--- src/rtl/fir3_output_serializer.sv ---
// Serializes FIR lane triples (y0, y1, y2) into one rounded, saturated sample stream.
// Whole triples wait in a small FIFO; a single output register carries the valid/ready handshake.
module fir3_output_serializer #(
  parameter int IN_W  = 32,
  parameter int OUT_W = 16,
  parameter int SHIFT = 15,
  parameter int DEPTH = 4
) (
  input  logic                       clk,
  input  logic                       rst,
  input  logic                       in_valid,
  output logic                       in_ready,
  input  logic [IN_W-1:0]            in_y0,
  input  logic [IN_W-1:0]            in_y1,
  input  logic [IN_W-1:0]            in_y2,
  output logic                       out_valid,
  input  logic                       out_ready,
  output logic [OUT_W-1:0]           out_data,
  output logic [1:0]                 out_lane,
  output logic [$clog2(DEPTH):0]     level,
  input  logic                       clr_flags,
  output logic                       sat_flag,
  output logic                       drop_flag
);

  localparam int AW = $clog2(DEPTH);
  localparam int LW = AW + 1;
  localparam logic signed [IN_W:0] ROUND_BIAS = (IN_W+1)'(1) << (SHIFT - 1);
  localparam logic signed [IN_W:0] SAT_MAX    = (IN_W+1)'((1 << (OUT_W - 1)) - 1);
  localparam logic signed [IN_W:0] SAT_MIN    = ~SAT_MAX;

  logic [3*IN_W-1:0] mem [DEPTH];
  logic [AW-1:0]     wr_ptr;
  logic [AW-1:0]     rd_ptr;
  logic [1:0]        lane_cnt;

  logic              push;
  logic              drop_evt;
  logic              load;
  logic              pop;
  logic [3*IN_W-1:0] head_word;
  logic [IN_W-1:0]   head_y;
  logic signed [IN_W:0] ext;
  logic signed [IN_W:0] shifted;
  logic [OUT_W-1:0]  sat_val;
  logic              clipped;

  // Acceptance depends only on the registered level, so a full FIFO rejects even on a pop cycle.
  assign in_ready = !rst && (level != LW'(DEPTH));
  assign push     = in_valid && in_ready;
  assign drop_evt = in_valid && !in_ready && !rst;
  assign load     = (!out_valid || out_ready) && (level != '0);
  assign pop      = load && (lane_cnt == 2'd2);

  assign head_word = mem[rd_ptr];

  always_comb begin
    head_y = head_word[3*IN_W-1:2*IN_W];
    case (lane_cnt)
      2'd0:    head_y = head_word[IN_W-1:0];
      2'd1:    head_y = head_word[2*IN_W-1:IN_W];
      default: head_y = head_word[3*IN_W-1:2*IN_W];
    endcase
  end

  // Round half toward +inf via bias and floor shift, then clip to the output range.
  always_comb begin
    ext     = $signed({head_y[IN_W-1], head_y}) + ROUND_BIAS;
    shifted = ext >>> SHIFT;
    clipped = 1'b0;
    sat_val = shifted[OUT_W-1:0];
    if (shifted > SAT_MAX) begin
      sat_val = SAT_MAX[OUT_W-1:0];
      clipped = 1'b1;
    end else if (shifted < SAT_MIN) begin
      sat_val = SAT_MIN[OUT_W-1:0];
      clipped = 1'b1;
    end
  end

  always_ff @(posedge clk) begin
    if (push) begin
      mem[wr_ptr] <= {in_y2, in_y1, in_y0};
    end
  end

  always_ff @(posedge clk or posedge rst) begin
    if (rst) begin
      wr_ptr    <= '0;
      rd_ptr    <= '0;
      level     <= '0;
      lane_cnt  <= 2'd0;
      out_valid <= 1'b0;
      out_data  <= '0;
      out_lane  <= 2'd0;
      sat_flag  <= 1'b0;
      drop_flag <= 1'b0;
    end else begin
      if (push) begin
        wr_ptr <= wr_ptr + AW'(1);
      end
      if (pop) begin
        rd_ptr <= rd_ptr + AW'(1);
      end
      case ({push, pop})
        2'b10:   level <= level + LW'(1);
        2'b01:   level <= level - LW'(1);
        default: level <= level;
      endcase

      if (load) begin
        out_data  <= sat_val;
        out_lane  <= lane_cnt;
        out_valid <= 1'b1;
        lane_cnt  <= (lane_cnt == 2'd2) ? 2'd0 : lane_cnt + 2'd1;
      end else if (out_ready) begin
        out_valid <= 1'b0;
      end

      // A new event in the same cycle as a clear leaves the flag set.
      sat_flag  <= (sat_flag && !clr_flags) || (load && clipped);
      drop_flag <= (drop_flag && !clr_flags) || drop_evt;
    end
  end

endmodule

--- config.mk ---
export PLATFORM = sky130hd
export DESIGN_NAME = fir3_output_serializer
export DESIGN_NICKNAME = d
export VERILOG_FILES = /design/src/rtl/fir3_output_serializer.sv
export SDC_FILE = /design/constraint.sdc
export NUM_CORES = 1
export LEC_CHECK = 0
export CAP_MARGIN = 10
export CORE_MARGIN = 4
export CORE_UTILIZATION = 40
export CTS_CLUSTER_DIAMETER = 200
export DETAILED_ROUTE_END_ITERATION = 8
export DONT_BUFFER_PORTS = 1
export MAX_ROUTING_LAYER = met4
export PLACE_DENSITY = 0.58
export SLEW_MARGIN = 20
export SYNTH_ARGS = -nofsm -noshare
export SYNTH_HDL_FRONTEND = slang
export SYNTH_SLANG_ARGS = --single-unit
--- constraint.sdc ---
create_clock -name clk -period 4.5 [get_ports clk]
set_input_delay 0.9 -clock clk [delete_from_list [all_inputs] [get_ports clk]]
set_output_delay 0.9 -clock clk [all_outputs]
set_load 0.01 [all_outputs]
==> results.sh, run 1 <==
export IMPL_drtIter0Drc=341
export IMPL_max_cap_violations=0
export IMPL_pwr_share_clk_pct=26.2
export IMPL_power_frac_seq_pct=41.7
export IMPL_synth_cells=541
export IMPL_hold_path_class="input port to async pin"
export IMPL_yosys_area_top_type="edfxtp_1"
export IMPL_power_leakage_uw=0.00375
export IMPL_drive_above_1_share_pct=22.2
export IMPL_track_usage_pct=14.9
export IMPL_path_max_fanout=19
export IMPL_startpoint="rd_ptr[0]$_DFFE_PP0P_"
export IMPL_wl_per_cell_um=22.5
export IMPL_fmax_ghz=0.263
export IMPL_gp_congestion=0.794
export IMPL_clkLatencyLatePin_ns=0.53
export IMPL_antenna_found_initial=0
export IMPL_drtAntennaViolNets=0
export IMPL_worst_setup_path_start_kind="flop"
export IMPL_power_switching_uw=2510
export IMPL_dieWidth_um=167
export IMPL_std_cell_rows=57
export IMPL_io_pins=126
export IMPL_syn_area_mm2=0.0101
export IMPL_synth_edf_count=216
export IMPL_viasPerCell=5.37
export IMPL_initial_core_util_pct=41.1
export IMPL_r2r_start="rd_ptr[0]$_DFFE_PP0P_"
export IMPL_status="finished, final reports clean"
export IMPL_drc=0
export IMPL_dp_hpwl_mm=13.1
export IMPL_cts_htree_levels=1
export IMPL_avgSynthCellArea_um2=18.6
export IMPL_cp_arrival_ns=4.25
export IMPL_hold_viol=0
export IMPL_sw_frac_of_total_pct=33.3
export IMPL_synth_seq_area_share_pct=71.8
export IMPL_finalCritPeriodShare_pct=84.6
export IMPL_grt_max_degree=53
export IMPL_cts_setup_buffers=0
export IMPL_synth_area_leaders="edfxtp_1, mux4_2, dfrtp_1"
export IMPL_setup_ws_ns=0.693
export IMPL_path_class="flop to flop"
export IMPL_grt_pass1_wl_mm=31.2
export IMPL_yosysUniqueCellTypes=59
export IMPL_clk_path_buf_depth=3
export IMPL_core_area_mm2=0.0245
export IMPL_r2r_slack_ns=0.69
export IMPL_diodes=0
export IMPL_area_growth_pct=11.3
export IMPL_fin_setup_tns_ns=0
export IMPL_drv_slew=0
export IMPL_reg2reg_depth=11
export IMPL_tightestPinTransition_ns=1.05
export IMPL_async_flop_share_pct=12.2
export IMPL_period_minus_slack_ns=3.81
export IMPL_ys_ff_latch=246
export IMPL_p_per_area_mw_per_mm2=672
export IMPL_ff_latch_area_mm2=0.00724
export IMPL_grt_pass1_vias=5116
export IMPL_cts_root_buf="clkbuf_16"
export IMPL_cts_tree="built"
export IMPL_relSlewSlack_pct=29.9
export IMPL_rsz0062_at_grt="false"
export IMPL_dp_slack_ns=0.705
export IMPL_p_comb_share_pct=32.1
export IMPL_r2r_end="out_data[14]$_DFFE_PP0P_"
export IMPL_cp_end_kind="flop"
export IMPL_io_buffers=0
export IMPL_dieArea_mm2=0.0278
export IMPL_synth_ff_type="edfxtp_1"
export IMPL_cts_buffers_inserted=26
export IMPL_grt_overflow_total=0
export IMPL_endpoint="out_data[14]$_DFFE_PP0P_"
export IMPL_cts_sinks=246
export IMPL_multi_input_area_mm2=0.00258
export IMPL_die_y_um=167
export IMPL_required_ns=4.95
export IMPL_cts_hold_buffers=0
export IMPL_p_int_uw=5030
export IMPL_synth_fp_nets=649
export IMPL_clock_skew_ns=0.00871
export IMPL_cts_resized_gates=0
export IMPL_via_count=4860
export IMPL_final_nets=669
export IMPL_clk_pin_slew_ns=0.06
export IMPL_nFillCells=2083
export IMPL_synth_top_area_share_pct=64.4
export IMPL_ir_drop_uv=331
export IMPL_wl_mm=20.4
export IMPL_setup_viol_count_final=0
export IMPL_dr_pass1_iters=4
export IMPL_yosysWarnings=0
-- cells in the mapped netlist (all sizes together), types with 9 or more instances --
library cell,instances
a221o,13
a22o,10
buf,20
dfrtp,30
edfxtp,216
inv,13
mux2,19
mux2i,23
mux4,36
nand2,31
nor2,16
o22ai,9
o31ai,11
xor2,11
-- sequential cells by signal, indices dropped and copies added (netlist names), 2 cells and up --
signal	flops
out_lane	2
level	3
wr_ptr	2
out_data	16
lane_cnt	2
mem	216
rd_ptr	2
-- critical path, stage by stage, from the launching register on --
cell	delay (ns)
dfrtp_2	0.77
mux4_2	0.34
nand2_1	0.05
a31oi_1	0.45
ha_1	0.26
inv_1	0.07
a211o_1	0.29
nand4bb_1	0.26
nor4_2	0.30
or4b_1	0.49
nand3_2	0.26
o21bai_1	0.16
-- layout make-up --
type | count | area share [%]
sequential | 246 | 64.5
multi-input combinational | 257 | 23.0
clock buffer | 27 | 5.83
tap | 324 | 3.61
clock inverter | 21 | 1.31
timing repair buffer | 17 | 1.25
inverter | 13 | 0.435
-- metrics by stage --
| stage | power (uW) | hold WS, ns | area (um2) | util (%) | std cells |
|---|---|---|---|---|---|
| 2_1_floorplan | 5050 | 0.514 | 10100 | - | 541 |
| 3_3_place_gp | 5590 | 0.566 | 10400 | 42.5 | 857 |
| 3_5_place_dp | 5650 | 0.582 | 10400 | 42.5 | 857 |
| 4_1_cts | 7640 | 0.277 | 11200 | 45.7 | 905 |
| 5_1_grt | 7950 | 0.301 | 11200 | 45.7 | 905 |
| 6_report | 7540 | 0.278 | 11200 | 45.7 | 905 |
-- per-layer routing --
layer	track usage, %	share of wire [%]	vias to the layer above
met2	23.3	47	127
met5	-	0	-
met3	4.69	8.0	38
li1	-	-	2209
met4	4.06	2.3	0
met1	18.9	42	2486
-- layout by cell type, fill, tap and decap left out, drive strengths merged, types with 2 or more instances in the layout --
master	instances
edfxtp	216
mux4	36
nand2	31
dfrtp	30
clkbuf	27
mux2i	23
mux2	19
buf	17
clkinv	17
nor2	16
inv	13
a221o	13
xor2	11
o31ai	11
a22o	10
o22ai	9
xnor2	8
nand2b	6
ha	6
and2	6
nand3	5
nor4	5
o21ai	4
a21oi	3
a31oi	3
nor3	3
clkinvlp	3
nand4	3
nor2b	2
a22oi	2
a211o	2
nand4b	2
or3	2
o21bai	2
nor3b	2
-- power groups by stage --
stage	registers, uW	logic (uW)	clock network, uW
2_1_floorplan	3040	2010	0
3_3_place_gp	3190	2410	0
3_5_place_dp	3210	2440	0
4_1_cts	3160	2450	2030
5_1_grt	3190	2630	2130
6_report	3150	2420	1970
-- cells by family after synthesis --
| group | after synthesis | synth area share [%] |
|---|---|---|
| flops | 246 | 71.8 |
| mux | 78 | 12.5 |
| simple gates | 88 | 4.75 |
| fa+ha+maj | 7 | 0.944 |
| buf+inv | 38 | 2.77 |
| xor+xnor | 19 | 1.65 |
| compound gates | 65 | 5.59 |
-- how the worst min path moves through the flow --
stage,start,end,slack [ns],cells past startpoint
after floorplan,out_lane[0]$_DFFE_PP0P_,out_lane[0]$_DFFE_PP0P_,0.51,2
final,rst,sat_flag$_DFF_PP0_,0.28,1
after CTS,rst,out_lane[0]$_DFFE_PP0P_,0.28,1
after global placement,out_lane[1]$_DFFE_PP0P_,out_lane[1]$_DFFE_PP0P_,0.57,2
after detailed placement,out_lane[0]$_DFFE_PP0P_,out_lane[0]$_DFFE_PP0P_,0.58,2
after global routing,rst,out_data[13]$_DFFE_PP0P_,0.30,1
No activity file was read; power rests on OpenSTA's default activity.
==> run 2: changes to the inputs <==
- PLACE_DENSITY: 0.58 -> 0.6
- clock period: 4.5 -> 3.45 ns (I/O delays scaled with it)
==> results.sh, run 2 (synthesis results as in run 1) <==
export IMPL_grt_max_degree=42
export IMPL_clk_path_buf_depth=3
export IMPL_cts_hold_buffers=0
export IMPL_grt_pass1_wl_mm=31.6
export IMPL_clock_skew_ns=0.0147
export IMPL_track_usage_pct=14.9
export IMPL_path_max_fanout=13
export IMPL_hold_viol=0
export IMPL_ir_drop_uv=408
export IMPL_reg2reg_depth=11
export IMPL_cp_arrival_ns=3.72
export IMPL_period_minus_slack_ns=3.32
export IMPL_drc=0
export IMPL_placed_cell_area_mm2=0.0107
export IMPL_dr_pass1_iters=4
export IMPL_antenna_found_initial=0
export IMPL_drtIter0Drc=281
export IMPL_p_comb_share_pct=35.6
export IMPL_whs_ns=0.0694
export IMPL_core_area_mm2=0.0245
export IMPL_status="finished, final reports clean"
export IMPL_std_cell_rows=57
export IMPL_fmax_ghz=0.301
export IMPL_r2r_slack_ns=0.13
export IMPL_top_register="mem"
export IMPL_cts_buffers_inserted=26
export IMPL_area_growth_pct=15.6
export IMPL_finalCritPeriodShare_pct=96.3
export IMPL_relSlewSlack_pct=56.7
export IMPL_nFillCells=2089
export IMPL_io_pins=126
export IMPL_path_class="flop to flop"
export IMPL_clkLatencyLatePin_ns=0.52
export IMPL_endpoint="out_data[4]$_DFFE_PP0P_"
export IMPL_die_y_um=167
export IMPL_max_cap_violations=0
export IMPL_grt_overflow_total=0
export IMPL_wl_per_cell_um=21.9
export IMPL_final_common_cell="edfxtp_1"
export IMPL_clk_pin_slew_ns=0.06
export IMPL_worst_setup_path_start_kind="flop"
export IMPL_p_per_area_mw_per_mm2=889
export IMPL_final_nets=704
export IMPL_cts_sinks=246
export IMPL_dieArea_mm2=0.0278
export IMPL_reg_largest_list="mem: 216 flops, out_data: 16 flops, level: 3 flops"
export IMPL_hold_path_class="input port to async pin"
export IMPL_cp_end_kind="flop"
export IMPL_cts_tree="built"
export IMPL_startpoint="rd_ptr[0]$_DFFE_PP0P_"
export IMPL_cts_htree_levels=1
export IMPL_initial_core_util_pct=41.1
export IMPL_required_ns=3.84
export IMPL_power_switching_uw=3350
export IMPL_drv_slew=0
export IMPL_dieWidth_um=167
export IMPL_io_buffers=0
export IMPL_power_frac_seq_pct=39.3
export IMPL_largest_reg_flops=216
export IMPL_grt_pass1_vias=5423
export IMPL_drive_above_1_share_pct=27.9
export IMPL_gp_congestion=0.764
export IMPL_power_leakage_uw=0.00396
export IMPL_cts_root_buf="clkbuf_16"
export IMPL_drtAntennaViolNets=0
export IMPL_tightestPinTransition_ns=0.650
export IMPL_sw_frac_of_total_pct=32.3
export IMPL_r2r_end="out_data[4]$_DFFE_PP0P_"
export IMPL_pwr_share_clk_pct=25.2
export IMPL_p_int_uw=7010
export IMPL_dp_hpwl_mm=13.6
export IMPL_viasPerCell=5.30
export IMPL_setup_viol_count_final=0
export IMPL_wl_mm=20.6
export IMPL_via_count=4979
export IMPL_layout_common_cells="edfxtp_1, buf_4, mux4_2, nand2_1, clkbuf_16"
export IMPL_fin_area_mm2=0.0117
export IMPL_diodes=0
export IMPL_fin_setup_tns_ns=0
export IMPL_r2r_start="rd_ptr[0]$_DFFE_PP0P_"
==> run 2: changes by cell type in the layout (fill, tap and decap cells not counted), moves of 2 or more <==
cell       delta
nand3_4       +2
buf_4        +27
clkbuf_1      +6
clkinv_2      -2
clkinv_1      -4
clkbuf_16     +2
buf_12        +5
==> run 2: worst max-delay path, stage by stage, from the launching register on <==
cell,delay [ns]
dfrtp_4,0.53
buf_6,0.19
nand2b_2,0.28
buf_4,0.15
o22ai_1,0.05
o31ai_1,0.52
buf_4,0.24
nand4_1,0.07
o41a_1,0.30
or3_1,0.33
and2_4,0.22
a221o_1,0.30
==> run 2: worst min path at each step <==
stage,startpoint,end,slack (ns),cells past startpoint
CTS,rst,sat_flag$_DFF_PP0_,0.07,1
floorplan,out_lane[0]$_DFFE_PP0P_,out_lane[0]$_DFFE_PP0P_,0.51,2
global route,rst,sat_flag$_DFF_PP0_,0.11,1
global placement,drop_flag$_DFF_PP0_,drop_flag$_DFF_PP0_,0.57,1
finish,rst,out_data[15]$_DFFE_PP0P_,0.07,1
detailed placement,drop_flag$_DFF_PP0_,drop_flag$_DFF_PP0_,0.57,1
==> run 2: metrics by stage <==
step / setup slack [ns] / utilization, % / total power, uW / std cells
after floorplan: 0.0691 / - / 6590 / 541
final: 0.128 / 47.5 / 10400 / 940
after CTS: 0.0147 / 47.0 / 10300 / 937
after detailed placement: 0.0166 / 43.7 / 7700 / 889
after global routing: -0.0414 / 47.5 / 10900 / 940
after global placement: 0.0784 / 43.7 / 7610 / 889
==> run 2: layout make-up <==
class	instances	area, um2	area share [%]
multi-input combinational	258	2660	22.9
inverter	13	48.8	0.419
sequential	246	7240	62.2
timing repair buffer	51	479	4.11
clock buffer	35	716	6.14
clock inverter	13	96.3	0.827
tap	324	405	3.48
==> run 2: power groups by stage <==
stage               clock network (uW)  registers, uW  logic (uW)
floorplan                            0           3970        2620
global placement                     0           4120        3490
detailed placement                   0           4140        3550
CTS                               2680           4090        3560
global route                      2820           4120        4000
finish                            2610           4070        3680
==> run 2: repair_timing <==
| action | 4_1_cts | 5_1_grt |
|---|---|---|
| setup buffers | 0 | 1 |
| resized for setup | 0 | 16 |
| endpoints found under the setup margin | 0 | 16 |
==> run 2: per-layer routing <==
metal  GRT usage, %  up-vias  wire length [um]
met2           24.5       98             10300
met4           3.56        0               363
met5              -        -                 0
met3           5.12       27              1540
li1               -     2290                 -
met1           17.9     2564              8360
